### src/rtl/uart_rx.sv
// UART receiver: 8 data bits LSB first, optional odd parity, one stop bit,
// sampled mid-bit at OVS x the bit rate; result held until the host reads it.
module uart_rx #(
  parameter int OVS = 16
) (
  input  logic       clk,
  input  logic       rst,
  input  logic       en,
  input  logic       ChkEn,
  input  logic       RxD,
  input  logic       rd,
  output logic [7:0] dat,
  output logic       busy,
  output logic       RINT,
  output logic       PERR,
  output logic       FERR,
  output logic       OERR
);

  localparam int            CW       = $clog2(OVS);
  localparam logic [CW-1:0] CNT_LAST = CW'(OVS - 1);
  localparam logic [CW-1:0] CNT_HALF = CW'(OVS / 2 - 1);

  typedef enum logic [2:0] {IDLE, START, DATA, PARITY, STOP} state_t;

  state_t        state, state_nxt;
  logic          s1, s2, rxs;
  logic [CW-1:0] ovs_cnt;
  logic [2:0]    bit_cnt;
  logic [7:0]    shift;
  logic          chk, pbit;
  logic          cnt_last, cnt_half;
  logic          start_det, data_tick, par_tick, done;

  // Two-flop synchronizer; the line idles high, so both flops reset to 1.
  // NOTE: non-blocking assignments make every flop sample pre-edge values,
  // which is what turns s1 -> s2 into a real two-stage pipeline.
  always_ff @(posedge clk or negedge rst) begin
    if (!rst) begin
      s1 <= 1'b1;
      s2 <= 1'b1;
    end else begin
      s1 <= RxD;
      s2 <= s1;
    end
  end

  assign rxs      = s2;
  assign cnt_last = (ovs_cnt == CNT_LAST);
  assign cnt_half = (ovs_cnt == CNT_HALF);

  always_comb begin
    // NOTE: every output of this block gets a default first, so no branch
    // can leave one unassigned and infer a latch.
    state_nxt = state;
    start_det = 1'b0;
    data_tick = 1'b0;
    par_tick  = 1'b0;
    done      = 1'b0;
    unique case (state)
      IDLE: begin
        if (en && !rxs) begin
          start_det = 1'b1;
          state_nxt = START;
        end
      end
      START: begin
        // A line back high at mid start bit was only a glitch.
        if (cnt_half) state_nxt = rxs ? IDLE : DATA;
      end
      DATA: begin
        if (cnt_last) begin
          data_tick = 1'b1;
          if (bit_cnt == 3'd7) state_nxt = chk ? PARITY : STOP;
        end
      end
      PARITY: begin
        if (cnt_last) begin
          par_tick  = 1'b1;
          state_nxt = STOP;
        end
      end
      STOP: begin
        if (cnt_last) begin
          done      = 1'b1;
          state_nxt = IDLE;
        end
      end
      default: state_nxt = IDLE;
    endcase
  end

  always_ff @(posedge clk or negedge rst) begin
    if (!rst) state <= IDLE;
    else      state <= state_nxt;
  end

  // The oversample counter restarts on every state change and at each bit end.
  always_ff @(posedge clk or negedge rst) begin
    if (!rst) begin
      ovs_cnt <= '0;
      bit_cnt <= 3'd0;
      shift   <= 8'h00;
      chk     <= 1'b0;
      pbit    <= 1'b0;
    end else begin
      if (state == IDLE || state_nxt != state || cnt_last) ovs_cnt <= '0;
      else                                                 ovs_cnt <= ovs_cnt + CW'(1);
      if (start_det) chk <= ChkEn;
      if (state == START)  bit_cnt <= 3'd0;
      else if (data_tick)  bit_cnt <= bit_cnt + 3'd1;
      if (data_tick) shift <= {rxs, shift[7:1]};
      if (par_tick)  pbit  <= rxs;
    end
  end

  // Completion takes priority over a coincident read.
  always_ff @(posedge clk or negedge rst) begin
    if (!rst) begin
      dat  <= 8'h00;
      busy <= 1'b0;
      RINT <= 1'b0;
      PERR <= 1'b0;
      FERR <= 1'b0;
      OERR <= 1'b0;
    end else begin
      busy <= (state_nxt != IDLE);
      if (done) begin
        dat  <= shift;
        FERR <= ~rxs;
        PERR <= chk & ~(^{pbit, shift});
        RINT <= 1'b1;
        OERR <= RINT & ~rd;
      end else if (rd) begin
        RINT <= 1'b0;
        OERR <= 1'b0;
      end
    end
  end

endmodule

### config.mk
export PLATFORM = sky130hd
export DESIGN_NAME = uart_rx
export DESIGN_NICKNAME = d
export VERILOG_FILES = /design/src/rtl/uart_rx.sv
export SDC_FILE = /design/constraint.sdc
export NUM_CORES = 1
export LEC_CHECK = 0
export ABC_AREA = 1
export BUFFER_PORTS_ARGS = -buffer_cell sky130_fd_sc_hd__buf_2
export CAP_MARGIN = 15
export CORE_MARGIN = 2
export CORE_UTILIZATION = 30
export DETAILED_ROUTE_END_ITERATION = 7
export GPL_TIMING_DRIVEN = 0
export RECOVER_POWER = 100
export SLEW_MARGIN = 20
export SYNTH_ARGS = -nofsm -noshare
export SYNTH_HDL_FRONTEND = slang
export SYNTH_SLANG_ARGS = --single-unit
### constraint.sdc
create_clock -name clk -period 1.57 [get_ports clk]
set_input_delay 0.314 -clock clk [delete_from_list [all_inputs] [get_ports clk]]
set_output_delay 0.314 -clock clk [all_outputs]
set_load 0.05 [all_outputs]
# Word level (Yosys, flattened, before mapping)
# Cells that the tools add are included.
word_totals:
  input_bits: 6
  regBits: 35
  output_inout_bits: 13
  wordCells: 59
classes:
  n_eq_ne: 8
  n_reduce_logical: 9
  addsub: 2
  bitwise_logic: 5
  mux: 21
ops:
  columns: ["operator", "count"]
  rows:
  - ["3-bit 2-to-1 mux", 9]
  - ["3-bit case mux with 5 select lines", 1]
  - ["1-bit 2-to-1 mux", 9]
  - ["9-bit XOR reduction", 1]
  - ["3-bit by 2-bit == test with 1-bit output (second input constant)", 2]
  - ["3-bit == test (second input constant)", 2]
  - ["4-bit by 1-bit adder with 4-bit output (second input constant)", 1]
  - ["4-bit by 3-bit == test with 1-bit output (second input constant)", 1]
  - ["4-bit == test (second input constant)", 1]
  - ["4-bit 2-to-1 mux", 1]
  - ["2-bit nonzero test", 2]
  - ["3-bit by 1-bit adder with 3-bit output (second input constant)", 1]
  - ["3-bit by 1-bit == test with 1-bit output (second input constant)", 1]
  - ["3-bit logical NOT", 1]
  - ["3-bit inequality test", 1]
  - ["1-bit NOT", 3]
  - ["3-bit nonzero test", 1]
  - ["1-bit bitwise AND", 2]
  - ["1-bit logical OR", 2]
  - ["2-bit 2-to-1 mux", 1]
  - ["1-bit logical AND", 1]
  - ["1-bit logical NOT", 1]

# Depth between registers and ports, before layout
depth:
  ltp_word: 8
  depth_mapped: 9
  mapped_depth_nobuf: 9

# Worst setup path after synthesis
# Ideal clock, no wire load.
synth_timing:
  kind: "register to register"
  start: "register ovs_cnt[0]"
  end: "register dat[7]"
  synth_period_minus_slack_ps: 1371
  slack_ps: 199
  t_required_ps: 1493
  arrival_ps: 1294
  setup_ps: 77
  stages_incl_launch_ff: 8
  n_path_buf: 1
  path_cell_list: "dfrtp_1 > ha_1 > nand3_4 > nor2_1 > inv_1 > clkbuf_1 > nand2_1 > o21ai_1"
synth_via:
  elab_chain_cells: 3
synth_lines:
  columns: ["element", "line", "text"]
  rows:
  - ["start, declared", "28", "logic [CW-1:0] ovs_cnt;"]
  - ["start signal, assigned", "108", "else ovs_cnt <= ovs_cnt + CW'(1);"]
  - ["4-bit == test", "49", "assign cnt_last = (ovs_cnt == CNT_LAST);"]
  - ["1-bit 2-to-1 mux", "84", "if (cnt_last) begin"]
  - ["1-bit 2-to-1 mux", "60", "unique case (state)"]
  - ["end signal, assigned", "129", "dat <= shift;"]
  - ["end, declared", "12", "output logic [7:0] dat,"]
# Every way passes these cells.
# A chain may end at the register's enable or synchronous reset.

# Worst setup path after layout
layout_timing:
  start: "register PERR"
  end: "output PERR"
layout_lines:
  columns: ["element", "line", "text"]
  rows:
  - ["start, declared", "15", "output logic PERR,"]
  - ["start signal, assigned", "131", "PERR <= chk & ~(^{pbit, shift});"]
# No word-level cell between the ends.

==> out/summary.md <==
The top cell types in the final layout, fill and taps aside, are sky130_fd_sc_hd__nand2_1, sky130_fd_sc_hd__dfrtp_1, sky130_fd_sc_hd__inv_1, sky130_fd_sc_hd__nor2_1, sky130_fd_sc_hd__nand3_1. The final critical path takes up 91.2% of the cycle. Cells fill 37.5% of the core in the end.

The logs give 5200 um^2 for the core region area and 5530 um for the first-pass GRT wire length. Slew at the pin with the worst max-slew slack: 0.851 ns. The data arrival time of the critical path is 1.12 ns, and the area growth from synthesis to layout is 19.0%. The worst path in the final design needs a cycle of 1.43 ns, including I/O delays and setup. Number of pins with negative max-slew slack in the final report: 0.

The first-pass detailed-route iteration total is 4. The flow ran to the end, and the final reports show no timing, DRC or antenna violations. The average cell area after synthesis works out to 8.24 um^2. Setup slack on the worst reg-to-reg path comes out at 0.14 ns.

For the total clock buffers created by CTS, the log shows 5. The root buffer cell was sky130_fd_sc_hd__clkbuf_8. Power spread over the standard cell area amounts to 1140 nW/um^2. In this run the horizontal extent of the chip is 77.9 um. The static power due to leakage is 0.950 nW, and the final weighted congestion in routability-driven placement is 0.774.

For the relative max-transition margin, the log shows 43.2%. Commonest non-fill, non-tap cell in the layout: sky130_fd_sc_hd__nand2_1. The die is 77.9 um tall. The total of endpoints with negative setup slack in the final report was 0. The critical path ends at PERR. The critical path buffer and inverter count was 1. The routed design has 3190 um of wire. The via count of the first global-routing pass is 1227. The stage delay of the slowest cell on the critical path is 0.47 ns.

The die area is 6080 um^2, and the worst hold-check slack is 0.119 ns. The logs give 36 for the largest net degree at the start of global routing and 238 for the number of nets in the layout. The routed layout has 1316 vias. The worst register-to-register path begins at bit_cnt[0].

19 I/O pins were placed. The startpoint class of the critical path was a flop. The clock input transition at the sequential cells of the worst setup and hold paths works out to 0.07 ns. The worst clock skew came out at 0.00682 ns.

The maximum clock insertion buffer count is 2. The share of the Yosys chip area taken by registers is 53.5%. Cells with a size suffix above 1 make up 17.0% of the layout. The path class of the tightest hold or removal check is input pin to async pin. After detailed routing, the number of remaining DRC violations is 0. Setup repair after global routing left no endpoint under its margin. In this run the core area contains 26 standard-cell rows.

Traced cell by cell, the critical path runs through clkbuf_1. Dividing the detail-routed via count by the number of cells gives 4.39. Across all setup checks in the final design, the least slack found is 0.139 ns. The detail route stage leaves a number of antenna-violating nets equal to 0. After layout, the design draws a total of 2.23 mW. For the number of DRC violations after detailed-routing iteration 0, the log shows 76. The largest delay contributor family on the critical path is buffers and inverters. TritonCTS built the clock tree. The average wire length per cell after detail routing is 10.6 um, and the antenna diode count is 0. Cell with the biggest individual delay on the critical path: sky130_fd_sc_hd__clkbuf_1.

The register bit total from synthesis is 35. Yosys printed 0 warnings. The starting utilization of the core area is 31.5%. The distinct cell type count of the synthesized netlist came out at 27. Counting every sink on the clock net gives 35. The sum of net half-perimeters after detailed placement was 2260 um. The logs give 0 for the leftover overflow at the end of global routing and 0 for the hold violation total from the final report. The run gives 0 as the initial antenna violation count.

The worst register-to-register path ends at ovs_cnt[2]. The data required time of the critical path came out at 1.26 ns. For the total track usage, the log shows 11.8%. The path length in cells of the critical path was 1; the worst setup slack after placement was -0.109 ns. The worst setup path is of the flop to output pin kind. The cell count after synthesis came out at 199. The clock reaches the later pin of the worst-skew pair after 0.29 ns. STA classifies the critical path endpoint as an output pin. The worst-case IR drop observed on VDD is 0.352 mV. The number of nets in the synthesized netlist is 208. The depth of the worst register-to-register path came out at 9. The highest fanout seen on the critical path is 2, and the filler cell count is 567. In this run the tool buffered the top-level ports with 18 buffer cells.

The mapped netlist covers 1640 um^2. The H-tree was split into 2 levels. For the post-route cell area, the log shows 1950 um^2.

The tools report the launch point of the worst path as PERR. For the number of max-cap violations, the log shows 0. In this run the cell area measured after placement is 1820 um^2.

Achievable frequency: 699 MHz.
[area by class of cell]
cell class              count  area, um^2  share of cell area [%]
clock inverters             2        12.5                   0.641
repair buffers             23         116                    5.96
flip-flops and latches     35         878                    45.0
well taps                  70        87.6                    4.49
multi-input cells         134         661                    33.8
plain buffers               4        26.3                    1.35
clock buffers               6        72.6                    3.72
inverters                  26        97.6                    5.00
[per-stage QoR]
step,setup TNS (ns),std cells
after global placement,-0.749,287
after global routing,0,300
after CTS,0,295
final,0,300
after floorplan,0,199
after detailed placement,-0.759,287
[how the worst min path moves through the flow]
stage	start	to	slack [ns]
after floorplan	rst	FERR	0.02
after global placement	s1	rxs	0.35
after detailed placement	s1	rxs	0.35
after CTS	RxD	s1	0.11
after global routing	RxD	s1	0.10
final	rst	dat[4]	0.12
[Yosys cell counts]
| cell type | number | area [um^2] |
|---|---|---|
| sky130_fd_sc_hd__dfrtp_1 | 33 | 826 |
| sky130_fd_sc_hd__nand3_2 | 1 | 10.0 |
| sky130_fd_sc_hd__nor2_1 | 16 | 60.1 |
| sky130_fd_sc_hd__buf_2 | 1 | 5.00 |
| sky130_fd_sc_hd__nor3_1 | 1 | 5.00 |
| sky130_fd_sc_hd__xnor2_1 | 1 | 8.76 |
| sky130_fd_sc_hd__inv_2 | 3 | 11.3 |
| sky130_fd_sc_hd__xor2_1 | 1 | 8.76 |
| sky130_fd_sc_hd__o211ai_2 | 1 | 12.5 |
| sky130_fd_sc_hd__inv_1 | 23 | 86.3 |
| sky130_fd_sc_hd__and2_1 | 1 | 6.26 |
| sky130_fd_sc_hd__nor2_2 | 1 | 6.26 |
| sky130_fd_sc_hd__nand3b_1 | 1 | 7.51 |
| sky130_fd_sc_hd__o21ai_1 | 10 | 50.1 |
| sky130_fd_sc_hd__nand2_2 | 1 | 6.26 |
| sky130_fd_sc_hd__o21a_1 | 1 | 7.51 |
| sky130_fd_sc_hd__nand2_1 | 65 | 244 |
| sky130_fd_sc_hd__dfstp_2 | 2 | 52.6 |
| sky130_fd_sc_hd__a21oi_1 | 3 | 15.0 |
| sky130_fd_sc_hd__ha_1 | 3 | 37.5 |
| sky130_fd_sc_hd__nand3_1 | 13 | 65.1 |
| sky130_fd_sc_hd__o21ai_0 | 11 | 55.1 |
| sky130_fd_sc_hd__buf_6 | 1 | 11.3 |
| sky130_fd_sc_hd__nand3_4 | 1 | 17.5 |
| sky130_fd_sc_hd__nand4_1 | 1 | 6.26 |
| sky130_fd_sc_hd__clkbuf_1 | 2 | 7.51 |
| sky130_fd_sc_hd__nor2_4 | 1 | 11.3 |
[flip-flops by register name, summed over array words and instances, names as in the netlist]
| register | cells |
|---|---|
| busy | 1 |
| shift | 8 |
| ovs_cnt | 4 |
| bit_cnt | 3 |
| PERR | 1 |
| s1 | 1 |
| state | 3 |
| RINT | 1 |
| chk | 1 |
| pbit | 1 |
| FERR | 1 |
| rxs | 1 |
| dat | 8 |
| OERR | 1 |
[cells by family (layout without fill, tap and decap cells)]
| logic type | after synthesis | after routing | synth area share [%] |
|---|---|---|---|
| AO/OA/AOI/OAI | 26 | 26 | 8.54 |
| XOR/XNOR | 2 | 2 | 1.07 |
| flip-flops | 35 | 35 | 53.5 |
| buffers and inverters | 30 | 61 | 7.40 |
| AND/OR/NAND/NOR | 103 | 103 | 27.2 |
| adder cells (fa/ha/maj) | 3 | 3 | 2.29 |
[where the power goes]
group	switching, mW	total (mW)	internal (mW)
Combinational	0.260	0.474	0.214
Clock	0.329	0.639	0.310
Sequential	0.111	1.12	1.01
[repair_timing]
action	4_1_cts	5_1_grt
gates resized for setup	2	8
endpoints found under the setup margin	12	17
hold buffers	0	0
buffers inserted	0	5
pin swaps	0	3
[routing by layer]
layer  global-route usage (%)  wire length [um]  up-vias
li1                         -                 -      677
met1                     15.3              1520      609
met2                     17.6              1450       24
met3                     3.49               153        6
met4                     6.32                68        0
met5                        0                 0        -
Power figures use the tool's default switching activity.
